`src/rtl/cmp_pkg.sv`:
```
// rtl/cmp_pkg.sv - one-hot compare result type and constants shared by cmp_stream (option CMP_SIGNED_EN)
package cmp_pkg;

    // One-hot {GT, EQ, LT}; all-zero means no result present
    typedef logic [2:0] cmp_res_t;

    localparam cmp_res_t CMP_NONE = 3'b000;
    localparam cmp_res_t CMP_LT   = 3'b001;
    localparam cmp_res_t CMP_EQ   = 3'b010;
    localparam cmp_res_t CMP_GT   = 3'b100;

endpackage

```
`src/rtl/cmp_stream_if.sv`:
```
// rtl/cmp_stream_if.sv - operand/result handshake bundle of cmp_stream
interface cmp_stream_if #(
    parameter int WIDTH = 4
);
    logic             in_valid;
    logic             in_ready;
    logic [WIDTH-1:0] in_a;
    logic [WIDTH-1:0] in_b;
    logic             in_signed;
    logic             out_valid;
    logic             out_ready;
    logic             out_lt;
    logic             out_eq;
    logic             out_gt;
    logic             out_chg;

    // Comparator side
    modport slave (
        input  in_valid, in_a, in_b, in_signed, out_ready,
        output in_ready, out_valid, out_lt, out_eq, out_gt, out_chg
    );

    // Producer/consumer side
    modport master (
        output in_valid, in_a, in_b, in_signed, out_ready,
        input  in_ready, out_valid, out_lt, out_eq, out_gt, out_chg
    );
endinterface

```
`src/rtl/cmp_core.sv`:
```
// rtl/cmp_core.sv - combinational magnitude compare to one-hot result; signed mode only with CMP_SIGNED_EN
module cmp_core
    import cmp_pkg::*;
#(
    parameter int WIDTH = 4
) (
    input  logic [WIDTH-1:0] a,
    input  logic [WIDTH-1:0] b,
    input  logic             is_signed,
    output cmp_res_t         res
);

`ifdef CMP_SIGNED_EN
    // Two's-complement or unsigned ordering chosen per operand pair
    always_comb begin
        res = CMP_EQ;
        if (is_signed) begin
            if ($signed(a) < $signed(b)) begin
                res = CMP_LT;
            end else if ($signed(a) > $signed(b)) begin
                res = CMP_GT;
            end
        end else begin
            if (a < b) begin
                res = CMP_LT;
            end else if (a > b) begin
                res = CMP_GT;
            end
        end
    end
`else
    // Unsigned ordering only; is_signed has no effect in this build
    always_comb begin
        res = CMP_EQ;
        if (a < b) begin
            res = CMP_LT;
        end else if (a > b) begin
            res = CMP_GT;
        end
    end

    logic unused_is_signed;
    assign unused_is_signed = is_signed;
`endif

endmodule

```
`src/rtl/cmp_stream.sv`:
```
// rtl/cmp_stream.sv - two-stage streaming comparator with change flag and saturating counters (option CMP_SIGNED_EN)
module cmp_stream
    import cmp_pkg::*;
#(
    parameter int WIDTH = 4,
    parameter int CNT_W = 16
) (
    input  logic             clk,
    input  logic             rst_n,
    cmp_stream_if.slave      io,
    input  logic             cnt_clr,
    output logic [CNT_W-1:0] cnt_lt,
    output logic [CNT_W-1:0] cnt_eq,
    output logic [CNT_W-1:0] cnt_gt
);

    localparam logic [CNT_W-1:0] CNT_MAX = '1;
    localparam logic [CNT_W-1:0] CNT_ONE = CNT_W'(1);

    logic             s1_valid;
    logic [WIDTH-1:0] s1_a;
    logic [WIDTH-1:0] s1_b;
    logic             s1_signed;

    logic             s2_valid;
    cmp_res_t         s2_res;
    cmp_res_t         prev_res;
    cmp_res_t         core_res;

    logic             s1_adv;
    logic             s2_adv;
    logic             in_hs;
    logic             out_hs;

    logic [CNT_W-1:0] lt_q;
    logic [CNT_W-1:0] eq_q;
    logic [CNT_W-1:0] gt_q;

    // A stage may load when it is empty or its contents move on this cycle
    assign s2_adv = !s2_valid || io.out_ready;
    assign s1_adv = !s1_valid || s2_adv;
    assign in_hs  = io.in_valid && s1_adv;
    assign out_hs = s2_valid && io.out_ready;

    assign io.in_ready  = s1_adv;
    assign io.out_valid = s2_valid;
    assign io.out_lt    = s2_res[0];
    assign io.out_eq    = s2_res[1];
    assign io.out_gt    = s2_res[2];
    assign io.out_chg   = s2_valid && (s2_res != prev_res);

    assign cnt_lt = lt_q;
    assign cnt_eq = eq_q;
    assign cnt_gt = gt_q;

    cmp_core #(
        .WIDTH (WIDTH)
    ) u_core (
        .a         (s1_a),
        .b         (s1_b),
        .is_signed (s1_signed),
        .res       (core_res)
    );

    // S1: capture the operand pair on input handshake, empty when nothing arrives
    always_ff @(posedge clk or negedge rst_n) begin
        if (!rst_n) begin
            s1_valid  <= 1'b0;
            s1_a      <= '0;
            s1_b      <= '0;
            s1_signed <= 1'b0;
        end else if (s1_adv) begin
            s1_valid <= io.in_valid;
            if (in_hs) begin
                s1_a      <= io.in_a;
                s1_b      <= io.in_b;
                s1_signed <= io.in_signed;
            end
        end
    end

    // S2: register the compare result; forced to CMP_NONE when empty so outputs read zero
    always_ff @(posedge clk or negedge rst_n) begin
        if (!rst_n) begin
            s2_valid <= 1'b0;
            s2_res   <= CMP_NONE;
        end else if (s2_adv) begin
            s2_valid <= s1_valid;
            s2_res   <= s1_valid ? core_res : CMP_NONE;
        end
    end

    // Remember the last delivered result for the change flag
    always_ff @(posedge clk or negedge rst_n) begin
        if (!rst_n) begin
            prev_res <= CMP_NONE;
        end else if (out_hs) begin
            prev_res <= s2_res;
        end
    end

    // Per-result delivery counters; clear beats a coincident handshake, full counters hold
    always_ff @(posedge clk or negedge rst_n) begin
        if (!rst_n) begin
            lt_q <= '0;
            eq_q <= '0;
            gt_q <= '0;
        end else if (cnt_clr) begin
            lt_q <= '0;
            eq_q <= '0;
            gt_q <= '0;
        end else if (out_hs) begin
            if (s2_res == CMP_LT && lt_q != CNT_MAX) begin
                lt_q <= lt_q + CNT_ONE;
            end
            if (s2_res == CMP_EQ && eq_q != CNT_MAX) begin
                eq_q <= eq_q + CNT_ONE;
            end
            if (s2_res == CMP_GT && gt_q != CNT_MAX) begin
                gt_q <= gt_q + CNT_ONE;
            end
        end
    end

endmodule

```
`src/flat_wrapper.sv`:
```
// flat-port wrapper written by rule: the top's interface ports become plain ports
module cmp_stream_flat import cmp_pkg::*;
#(
    parameter int WIDTH = 4,
    parameter int CNT_W = 16
)
  (clk, rst_n, cnt_clr, cnt_lt, cnt_eq, cnt_gt, io_in_valid, io_in_a, io_in_b, io_in_signed, io_out_ready, io_in_ready, io_out_valid, io_out_lt, io_out_eq, io_out_gt, io_out_chg);
  cmp_stream_if #(.WIDTH(WIDTH)) io_i ();
  input  logic clk;
  input  logic rst_n;
  input  logic cnt_clr;
  output logic [CNT_W-1:0] cnt_lt;
  output logic [CNT_W-1:0] cnt_eq;
  output logic [CNT_W-1:0] cnt_gt;
  input wire logic [$bits(io_i.in_valid)-1:0] io_in_valid;
  input wire logic [$bits(io_i.in_a)-1:0] io_in_a;
  input wire logic [$bits(io_i.in_b)-1:0] io_in_b;
  input wire logic [$bits(io_i.in_signed)-1:0] io_in_signed;
  input wire logic [$bits(io_i.out_ready)-1:0] io_out_ready;
  output wire logic [$bits(io_i.in_ready)-1:0] io_in_ready;
  output wire logic [$bits(io_i.out_valid)-1:0] io_out_valid;
  output wire logic [$bits(io_i.out_lt)-1:0] io_out_lt;
  output wire logic [$bits(io_i.out_eq)-1:0] io_out_eq;
  output wire logic [$bits(io_i.out_gt)-1:0] io_out_gt;
  output wire logic [$bits(io_i.out_chg)-1:0] io_out_chg;
  assign io_i.in_valid = io_in_valid;
  assign io_i.in_a = io_in_a;
  assign io_i.in_b = io_in_b;
  assign io_i.in_signed = io_in_signed;
  assign io_i.out_ready = io_out_ready;
  assign io_in_ready = io_i.in_ready;
  assign io_out_valid = io_i.out_valid;
  assign io_out_lt = io_i.out_lt;
  assign io_out_eq = io_i.out_eq;
  assign io_out_gt = io_i.out_gt;
  assign io_out_chg = io_i.out_chg;
  cmp_stream #(.WIDTH(WIDTH), .CNT_W(CNT_W)) u_core (.clk(clk), .rst_n(rst_n), .io(io_i), .cnt_clr(cnt_clr), .cnt_lt(cnt_lt), .cnt_eq(cnt_eq), .cnt_gt(cnt_gt));
endmodule
```
`config.mk`:
```
export PLATFORM = sky130hd
export DESIGN_NAME = cmp_stream_flat
export DESIGN_NICKNAME = d
export VERILOG_FILES = /design/src/rtl/cmp_pkg.sv /design/src/rtl/cmp_stream_if.sv /design/src/rtl/cmp_core.sv /design/src/rtl/cmp_stream.sv /design/src/flat_wrapper.sv
export SDC_FILE = /design/constraint.sdc
export NUM_CORES = 1
export LEC_CHECK = 0
export CAP_MARGIN = 20
export CORE_UTILIZATION = 30
export DETAILED_ROUTE_END_ITERATION = 8
export DONT_BUFFER_PORTS = 1
export PLACE_DENSITY = 0.54
export SLEW_MARGIN = 15
export SYNTH_ARGS = -nofsm -noshare
export SYNTH_HDL_FRONTEND = slang
export SYNTH_SLANG_ARGS = --single-unit
```
`constraint.sdc`:
```
create_clock -name clk -period 2.8 [get_ports clk]
set_input_delay 0.56 -clock clk [delete_from_list [all_inputs] [get_ports clk]]
set_output_delay 0.56 -clock clk [all_outputs]
set_load 0.01 [all_outputs]
```
Word-level counts from Yosys, hierarchy flattened
Cells that the tools add are included.
{"block": "word_totals", "register_bits": 64, "in_bits": 14, "output_inout_bits": 54, "wordCells": 51}
{"block": "classes", "n_addsub": 3, "magnitude_cmp": 2, "n_eq_ne": 7, "muxes": 12, "n_reduce_logical": 18}
{"cell": "16-bit two-way mux", "n": 9}
{"cell": "16-bit by 1-bit adder with 16-bit output (second input constant)", "n": 3}
{"cell": "16-bit != test (second input constant)", "n": 3}
{"cell": "3-bit two-way mux", "n": 3}
{"cell": "2-bit AND reduction", "n": 4}
{"cell": "2-bit nonzero test", "n": 4}
{"cell": "1-bit logical AND", "n": 6}
{"cell": "4-bit > comparator", "n": 1}
{"cell": "4-bit less-than comparator", "n": 1}
{"cell": "3-bit by 1-bit equality test with 1-bit output (second input constant)", "n": 1}
{"cell": "3-bit by 2-bit equality test with 1-bit output (second input constant)", "n": 1}
{"cell": "3-bit equality test (second input constant)", "n": 1}
{"cell": "3-bit != test", "n": 1}
{"cell": "1-bit logical NOT", "n": 2}
{"cell": "1-bit logical OR", "n": 2}

Logic depth before layout (Yosys ltp)
Gate-level depths: netlist of run 1.
{"block": "logic_depth", "word_depth": 5, "mapped_depth": 7, "ltp_nobuf": 7}

By module
A second synthesis of run 1 with hierarchy kept.
{"block": "hier_totals", "hier_cells": 346, "hier_area_um2": 3482.1}
{"module": "cmp_stream", "n_inst": 1, "cells_per_inst": 330, "area_each_um2": 3355.7, "seq_area_each_um2": 1626.6}
{"module": "cmp_core", "n_inst": 1, "cells_per_inst": 16, "area_each_um2": 126.4, "seq_area_each_um2": 0.0}

Worst setup path before layout of run 1
No wires, ideal clock.
{"block": "synth_timing", "path_kind": "register -> register", "start": "register u_core.s2_res[0]", "end": "register u_core.gt_q[5], in the netlist u_core.cnt_gt[5]", "setup_time_ns": 0.132, "t_arrival_ns": 1.805, "setup_slack_ns": 0.864, "path_stages_with_launch": 7, "n_path_buf": 1, "path_cell_list": "dfrtp_1 > or3b_4 > or3_1 > buf_6 > a311oi_2 > xnor2_1 > nor2_1"}
{"block": "synth_via", "elab_chain_cells": 4}
{"item": "start, declared", "line_no": "cmp_stream.sv:26", "source": "cmp_res_t s2_res;"}
{"item": "start signal, assigned", "line_no": "cmp_stream.sv:89", "source": "s2_res <= s1_valid ? core_res : CMP_NONE;"}
{"item": "3-bit equality test", "line_no": "cmp_stream.sv:119", "source": "if (s2_res == CMP_GT && gt_q != CNT_MAX) begin"}
{"item": "1-bit logical AND", "line_no": "cmp_stream.sv:119"}
{"item": "2-bit nonzero test (no source line)"}
{"item": "2-bit AND reduction (no source line)"}
{"item": "end signal, assigned", "line_no": "cmp_stream.sv:120", "source": "gt_q <= gt_q + CNT_ONE;"}
{"item": "end, declared", "line_no": "cmp_stream.sv:37", "source": "logic [CNT_W-1:0] gt_q;"}
No other way between the ends.
A chain may end at the register's enable or synchronous reset.

Worst setup path in the final report of run 1
{"block": "layout_timing", "start": "register u_core.s2_res[2]", "end": "register u_core.lt_q[14], in the netlist u_core.cnt_lt[14]"}
{"block": "layout_via", "elab_chain_cells": 4}
{"item": "3-bit by 1-bit equality test with 1-bit output", "line_no": "cmp_stream.sv:113", "source": "if (s2_res == CMP_LT && lt_q != CNT_MAX) begin"}
{"item": "1-bit logical AND", "line_no": "cmp_stream.sv:113"}
{"item": "2-bit nonzero test (no source line)"}
{"item": "2-bit AND reduction (no source line)"}
{"item": "end signal, assigned", "line_no": "cmp_stream.sv:114", "source": "lt_q <= lt_q + CNT_ONE;"}
{"item": "end, declared", "line_no": "cmp_stream.sv:35", "source": "logic [CNT_W-1:0] lt_q;"}
No other way between the ends.

==> results of run 1 <==
==> path summary, 6_finish.rpt <==
kind,start,end,slack (ps),cells after the start
max in group asynchronous,rst_n,u_core.cnt_lt[14],2450,1
worst max register to register,u_core.s2_res[2],u_core.cnt_lt[14],600,5
worst max-delay path,u_core.s2_res[2],u_core.cnt_lt[14],600,5
worst min-delay path,rst_n,u_core.cnt_gt[5],80,1
min in group clk,cnt_clr,u_core.cnt_lt[13],270,1
worst min register to register,u_core.s1_b[1],u_core.s1_b[1],500,1
==> state kept, by name (all words and copies together) (netlist names) <==
register,count
u_core.cnt_eq,16
u_core.s1_b,4
u_core.s1_a,4
u_core.prev_res,3
u_core.s2_res,3
u_core.io.out_valid,1
u_core.cnt_lt,16
u_core.s1_valid,1
u_core.cnt_gt,16
==> layout make-up <==
| class | count | area share |
|---|---|---|
| Sequential cell | 64 | 0.431 |
| Tap cell | 140 | 0.0472 |
| Inverter | 8 | 0.00809 |
| Clock inverter | 1 | 0.00809 |
| Clock buffer | 12 | 0.0391 |
| Timing Repair Buffer | 3 | 0.0115 |
| Multi-Input combinational cell | 252 | 0.455 |
==> metal layers <==
layer / vias up / part of all wire / global-route usage
li1: 1203 / - / -
met2: 61 / 0.44 / 0.209
met1: 1206 / 0.46 / 0.174
met3: 13 / 0.075 / 0.0573
met5: - / 0 / 0
met4: 0 / 0.024 / 0.0832
==> placed cells by master (no fill, tap or decap), types with 4 or more instances in the layout <==
| cell | netlist | routed |
|---|---|---|
| nor4_2 | 4 | 4 |
| nand4_1 | 13 | 13 |
| and3_1 | 12 | 12 |
| nand3_1 | 13 | 13 |
| clkbuf_8 | 0 | 10 |
| or3_1 | 4 | 4 |
| nor2_1 | 49 | 49 |
| o2111ai_1 | 5 | 5 |
| o21ai_0 | 9 | 9 |
| xor2_1 | 27 | 27 |
| ha_1 | 7 | 7 |
| xnor2_1 | 11 | 11 |
| a21oi_1 | 4 | 4 |
| nor2b_1 | 6 | 6 |
| inv_1 | 8 | 8 |
| nand2_1 | 23 | 23 |
| mux2_2 | 11 | 11 |
| mux2i_1 | 5 | 5 |
| dfrtp_1 | 64 | 64 |
| nor3_1 | 6 | 6 |
| o211ai_1 | 7 | 7 |
| and4_1 | 5 | 5 |
==> power by group through the flow <==
stage,Combinational (mW),Clock [mW],Sequential (mW)
2_1_floorplan,0.145,0,1.02
3_3_place_gp,0.160,0,1.03
3_5_place_dp,0.162,0,1.04
4_1_cts,0.187,0.802,1.02
5_1_grt,0.213,0.833,1.03
6_report,0.182,0.772,1.02
==> worst register-to-register path, stage by stage (launching register included) <==
cell,delay (ps)
dfrtp_1,480
nand3b_1,340
nor3_1,510
nand4_1,240
or4_1,500
nand2_1,70
==> repair_timing <==
item / CTS / global route
setup endpoints to repair: 0 / 0
endpoints found under the hold margin: 64 / 0
hold buffers: 1 / 0
gates resized for setup: 0 / 0
==> stage by stage <==
step                      setup slack (ps)  utilization  total power [mW]
final                                  599        0.341              1.97
after detailed placement               617        0.322              1.20
after CTS                              615        0.341              2.01
after global routing                   406        0.341              2.07
after global placement                 629        0.322              1.19
after floorplan                        864            -              1.17
==> cells by family (layout without fill, tap and decap cells) <==
| logic type | after synthesis | in the layout | synth area share |
|---|---|---|---|
| AOI/OAI and AO/OA | 37 | 37 | 0.0813 |
| adders and majority gates | 7 | 7 | 0.0260 |
| DFF | 64 | 64 | 0.475 |
| buffers and inverters | 19 | 24 | 0.0234 |
| xor gates and xnor gates | 38 | 38 | 0.0988 |
| and+or+nand+nor | 154 | 154 | 0.244 |
| muxes | 16 | 16 | 0.0516 |
==> qor.yml, run 1 <==
yosysTopAreaCell: "dfrtp_1"
hpwl_mm: 5.06
synth_common_cells: "64 x dfrtp_1, 49 x nor2_1, 27 x xor2_1"
synth-seq-cells: 64
first_pass_iters: 4
wl_mm: 7.37
ioPinCount: 68
placed_area_um2: 3510
whs_ps: 76.5
htree_levels: 3
final-seq-area_um2: 1600
switchingPower_mw: 0.498
dpl.cell_count: 466
crit_type: "flip-flop to flip-flop"
wl_per_cell_um: 15.4
drv_cap: 0
endpoint_kind: "flip-flop"
switching_share: 0.252
start_util: 0.309
share_seq_of_total_power: 0.516
vias: 2483
fin_skew_ps: 10.6
drive_above_1_share: 0.103
finalInstanceArea_um2: 3710
p_int_mw: 1.48
grt_max_degree: 65
pwr-share-comb: 0.092
die-area_um2: 11700
drtAntennaViolNets: 0
antenna_found_initial: 0
cts_root_buf: "clkbuf_8"
powerDensity_nw_per_um2: 531
slew_headroom: 0.661
netlist_instances: 335
synthArstFlopShare: 1.00
viasPerCell: 5.17
yosys_warnings: 0
outcome: "finished, final reports clean"
ir_drop_mv: 0.302
synth_edf_count: 0
synth_cell_type_count: 42
p_leak_nw: 1.55
drt_iter0_markers: 77
finalSetupViolCount: 0
final_max_slew_viol_count: 0
antenna_cells: 0
cts_tree: "done"
crit_required_ps: 3090
synth_top_area_share: 0.475
layout.nets: 359
setup-tns-final_ps: 0
syn_nets: 356
final_cells: 480
core_area_um2: 10900
cts_inserted_buffers: 9
worst_path_largest_cell_delay_ps: 510
die_h_um: 108
p_clk_frac: 0.391
cts_buffer_depth: 2
rows: 38
grt_pass1_vias: 2469
synth-main-ff-cell: "dfrtp_1"
netlist_area_um2: 3370
grt.total_usage: 0.142
worstPathArrival_ps: 2500
rsz0062_at_grt: "no"
critPathMaxFanout: 6
port_buffers: 0
path_cells: "nand3b_1, nor3_1, nand4_1, or4_1, nand2_1"
worstMarginPinSlew_ps: 507
clock_latency_ps: 350
cp_top_family: "simple AND/OR/NAND/NOR gates"
overflow: 0
yosysSeqAreaShare: 0.475
cts.clk_slew.worst_paths_ps: 70
fin_crit_ps: 2200
hold_viol_final: 0
area_growth_pct: 10.2
min_path_type: "input pin to asynchronous set/reset pin"
worst-path-buf-inv: 0
fill_cells: 1094
place.gp.congestion: 0.735
yosysMostFrequentCell: "dfrtp_1"
synthTopCellsByArea: "dfrtp_1 48%, xor2_1 7.0%, nor2_1 5.5%, mux2_2 3.7%, xnor2_1 2.9%"
avgSynthCellArea_um2: 10.1
post_cts_buffers: 0
grt_pass1_wl_mm: 12.7
multiInputGateArea_um2: 1690
max_freq_mhz: 454
period_share: 0.786
numClockSinks: 64
startpoint_type: "flip-flop"
die_x_um: 108
cp_slowest_cell: "nor3_1"
drcViolationCount: 0
Power figures use the tool's default switching activity.
==> run 2: changes to the inputs <==
--- a/config.mk
+++ b/config.mk
@@ -5,11 +5,12 @@
 export SDC_FILE = /design/constraint.sdc
 export NUM_CORES = 1
 export LEC_CHECK = 0
+export ABC_AREA = 1
 export CAP_MARGIN = 20
 export CORE_UTILIZATION = 30
 export DETAILED_ROUTE_END_ITERATION = 8
 export DONT_BUFFER_PORTS = 1
-export PLACE_DENSITY = 0.54
+export PLACE_DENSITY = 0.55
 export SLEW_MARGIN = 15
 export SYNTH_ARGS = -nofsm -noshare
 export SYNTH_HDL_FRONTEND = slang
==> constraint.sdc (replaced) <==
create_clock -name clk -period 1.84 [get_ports clk]
set_input_delay 0.368 -clock clk [delete_from_list [all_inputs] [get_ports clk]]
set_output_delay 0.368 -clock clk [all_outputs]
set_load 0.01 [all_outputs]
==> run 2 against run 1 <==
The run now ends with hold timing left. Maximum frequency up 28%. Register-to-register slack worse by 470 ps. Via count up 43%. Worst hold slack worse by 350 ps. Cell count up 53%.
==> qor.yml, run 2 <==
yosys_warnings: 0  # unchanged
synth_cell_type_count: 28  # -33%
critPathMaxFanout: 16  # +10
numClockSinks: 64  # unchanged
violations: "hold timing"
p_clk_frac: 0.458  # +0.067
synth-seq-cells: 64  # unchanged
die_x_um: 116  # +7.4%
drt_iter0_markers: 196  # +150%
antenna_cells: 0  # unchanged
endpoint_kind: "flip-flop"
wl_per_cell_um: 13.7  # -11%
grt_pass1_wl_mm: 16.2  # +28%
layout.nets: 582  # +62%
clock_latency_ps: 340  # about the same
synth-main-ff-cell: "dfrtp_1"
setup_ws_ps: 125  # -474 ps
synthTopCellsByArea: "dfrtp_1 41%, nand2_1 17%, nand4_1 7.2%, nor2_1 4.8%, inv_1 4.0%"
die-area_um2: 13500  # +15%
outcome: "finished, violations left"
powerDensity_nw_per_um2: 753  # +42%
drtAntennaViolNets: 0  # unchanged
fill_cells: 1336  # +22%
fin_util: 0.373  # +0.0324
syn_nets: 534  # +50%
ioPinCount: 68  # unchanged
cts_tree: "done"
worst_path_largest_cell_delay_ps: 340  # -170 ps
p_int_mw: 2.67  # +81%
overflow: 0  # unchanged
worstMarginPinSlew_ps: 356  # -150 ps
p_leak_nw: 2.30  # +49%
ir_drop_mv: 0.447  # +48%
yosysMostFrequentCell: "nand2_1"
max_freq_mhz: 583  # +28%
place.gp.congestion: 0.814  # +11%
grt_max_degree: 65  # unchanged
cts_inserted_buffers: 9  # unchanged
die_h_um: 116  # +7.4%
synth_top_area_share: 0.411  # -0.0647
layout_common_cells: "172 x nand2_1, 63 x dfrtp_1, 50 x nor2_1"
period_share: 0.932  # +0.146
grt_pass1_vias: 3289  # +33%
cp_top_family: "simple AND/OR/NAND/NOR gates"
viasPerCell: 4.84  # -6.3%
switchingPower_mw: 0.896  # +80%
area_growth_pct: 21.3
netlist_instances: 513  # +53%
vias: 3561  # +43%
fin_skew_ps: 5.02  # -5.56 ps
drive_above_1_share: 0.190  # +0.0871
hold_viol_final: 64  # +64
cts_root_buf: "clkbuf_16"
crit_top_cell: "nor2_4"
share_seq_of_total_power: 0.427  # -0.089
slew_headroom: 0.762  # +0.101
avgSynthCellArea_um2: 7.60  # -24%
startpoint_type: "flip-flop"
synth_edf_count: 0  # unchanged
worst-path-buf-inv: 2  # +2
final_max_slew_viol_count: 0  # unchanged
finalSetupViolCount: 0  # unchanged
yosysTopAreaCell: "dfrtp_1"
start_util: 0.308  # -0.00168
worstPathArrival_ps: 1990  # -510 ps
cts.clk_slew.worst_paths_ps: 50  # -20 ps
port_buffers: 0  # unchanged
wl_mm: 10.0  # +36%
min_path_type: "input pin to asynchronous set/reset pin"
hpwl_mm: 7.01  # +38%
crit_type: "flip-flop to flip-flop"
cts_buffer_depth: 2  # unchanged
place_worst_setup_slack_ps: 85.3  # -532 ps
first_pass_iters: 4  # unchanged
rows: 41  # +7.9%
path_cells: "ha_1, nand3_2, inv_2, nand2_2, nor2_4, nor2_4, buf_12, nor2_4, nand2_1, nand2_1"
final_common_cell: "nand2_1"
yosysSeqAreaShare: 0.411  # -0.0647
htree_levels: 3  # unchanged
fin_crit_ps: 1720  # -486 ps
netlist_area_um2: 3900  # +16%
synth_common_cells: "172 x nand2_1, 64 x dfrtp_1, 50 x nor2_1"
pwr-share-comb: 0.115  # +0.023
synthArstFlopShare: 1.00  # unchanged
cp_slowest_cell: "dfrtp_1"
antenna_found_initial: 0  # unchanged
grt.total_usage: 0.157  # +0.0151
drcViolationCount: 0  # unchanged
switching_share: 0.252  # -0.000791
core_area_um2: 12700  # +16%
whs_ps: -272  # -349 ps
crit_required_ps: 2110  # -980 ps
drv_cap: 0  # unchanged
==> run 2: changes by cell type after synthesis, sizes merged, moves of 7 or more <==
| cell | before | now |
|---|---|---|
| nand2 | 23 | 185 |
| inv | 8 | 45 |
| nand4 | 13 | 45 |
| nand3 | 13 | 33 |
| nor2 | 49 | 65 |
| xor2 | 27 | 11 |
| and3 | 12 | 0 |
| o21bai | 0 | 12 |
| xnor2 | 11 | 0 |
| buf | 1 | 11 |
| clkbuf | 10 | 1 |
| mux2 | 11 | 4 |
| o211ai | 7 | 0 |
==> run 2: area by class of cell <==
type / instances / area [um2] / area share
multi-input cells: 393 / 2050 / 0.433
flip-flops and latches: 64 / 1600 / 0.339
repair buffers: 48 / 414 / 0.0875
clock buffers: 13 / 280 / 0.0592
well taps: 172 / 215 / 0.0455
inverters: 45 / 169 / 0.0357
==> run 2: stage by stage <==
stage               hold WS [ps]  TNS [ps]  cells  instance area (um2)  power [mW]
global placement            73.6         0    716                 4370        1.91
global route                -291    -0.386    735                 4730        3.72
floorplan                   72.4         0    513                 3900        1.82
finish                      -272         0    735                 4730        3.56
detailed placement          73.5         0    716                 4370        1.93
CTS                         -292         0    729                 4650        3.60
==> run 2: worst register-to-register path, cell delays in order (launching register included) <==
cell and delay, ps:
dfrtp_1 340, ha_1 200, nand3_2 160, inv_2 120, nand2_2 90, nor2_4 130
nor2_4 60, buf_12 150, nor2_4 260, nand2_1 80, nand2_1 70
==> run 2: final timing paths <==
| path | to | depth (start not counted) | slack, ps | startpoint |
|---|---|---|---|---|
| max reg2reg | u_core.cnt_eq[6] | 10 | 120 | u_core.cnt_eq[0] |
| min | u_core.cnt_lt[6] | 0 | -270 | rst_n |
| max | u_core.cnt_eq[6] | 10 | 120 | u_core.cnt_eq[0] |
| min reg2reg | u_core.io.out_valid | 2 | 470 | u_core.s1_valid |
| min in group clk | u_core.cnt_gt[8] | 1 | 100 | cnt_clr |
| max in group asynchronous | u_core.s2_res[2] | 0 | 1990 | rst_n |
==> run 2: logic make-up after synthesis <==
group	count (synthesis)	share of synthesized area
muxes	4	0.0115
adders and majority gates	7	0.0225
DFF	64	0.411
buffers and inverters	57	0.0664
and+or+nand+nor	337	0.412
xor gates and xnor gates	11	0.0247
AOI/OAI and AO/OA	33	0.0520
==> run 2: per-layer routing <==
metal	vias up	part of all wire	wire length, um	track usage
li1	1777	-	-	-
met1	1703	0.45	4470	0.189
met2	67	0.48	4840	0.260
met3	14	0.055	554	0.0502
met4	0	0.018	177	0.0607
met5	-	0	0	0
==> run 2: power by group through the flow <==
| stage | sequential (mW) | combinational (mW) | clock, mW |
|---|---|---|---|
| 2_1_floorplan | 1.55 | 0.274 | 0 |
| 3_3_place_gp | 1.54 | 0.374 | 0 |
| 3_5_place_dp | 1.54 | 0.388 | 0 |
| 4_1_cts | 1.52 | 0.391 | 1.69 |
| 5_1_grt | 1.53 | 0.462 | 1.73 |
| 6_report | 1.52 | 0.411 | 1.63 |
==> run 2: repair_timing <==
| action | in CTS | in global routing |
|---|---|---|
| setup buffers | 0 | 5 |
| resized for setup | 0 | 2 |
| hold endpoints to repair | 64 | 64 |
| endpoints found under the setup margin | 0 | 32 |
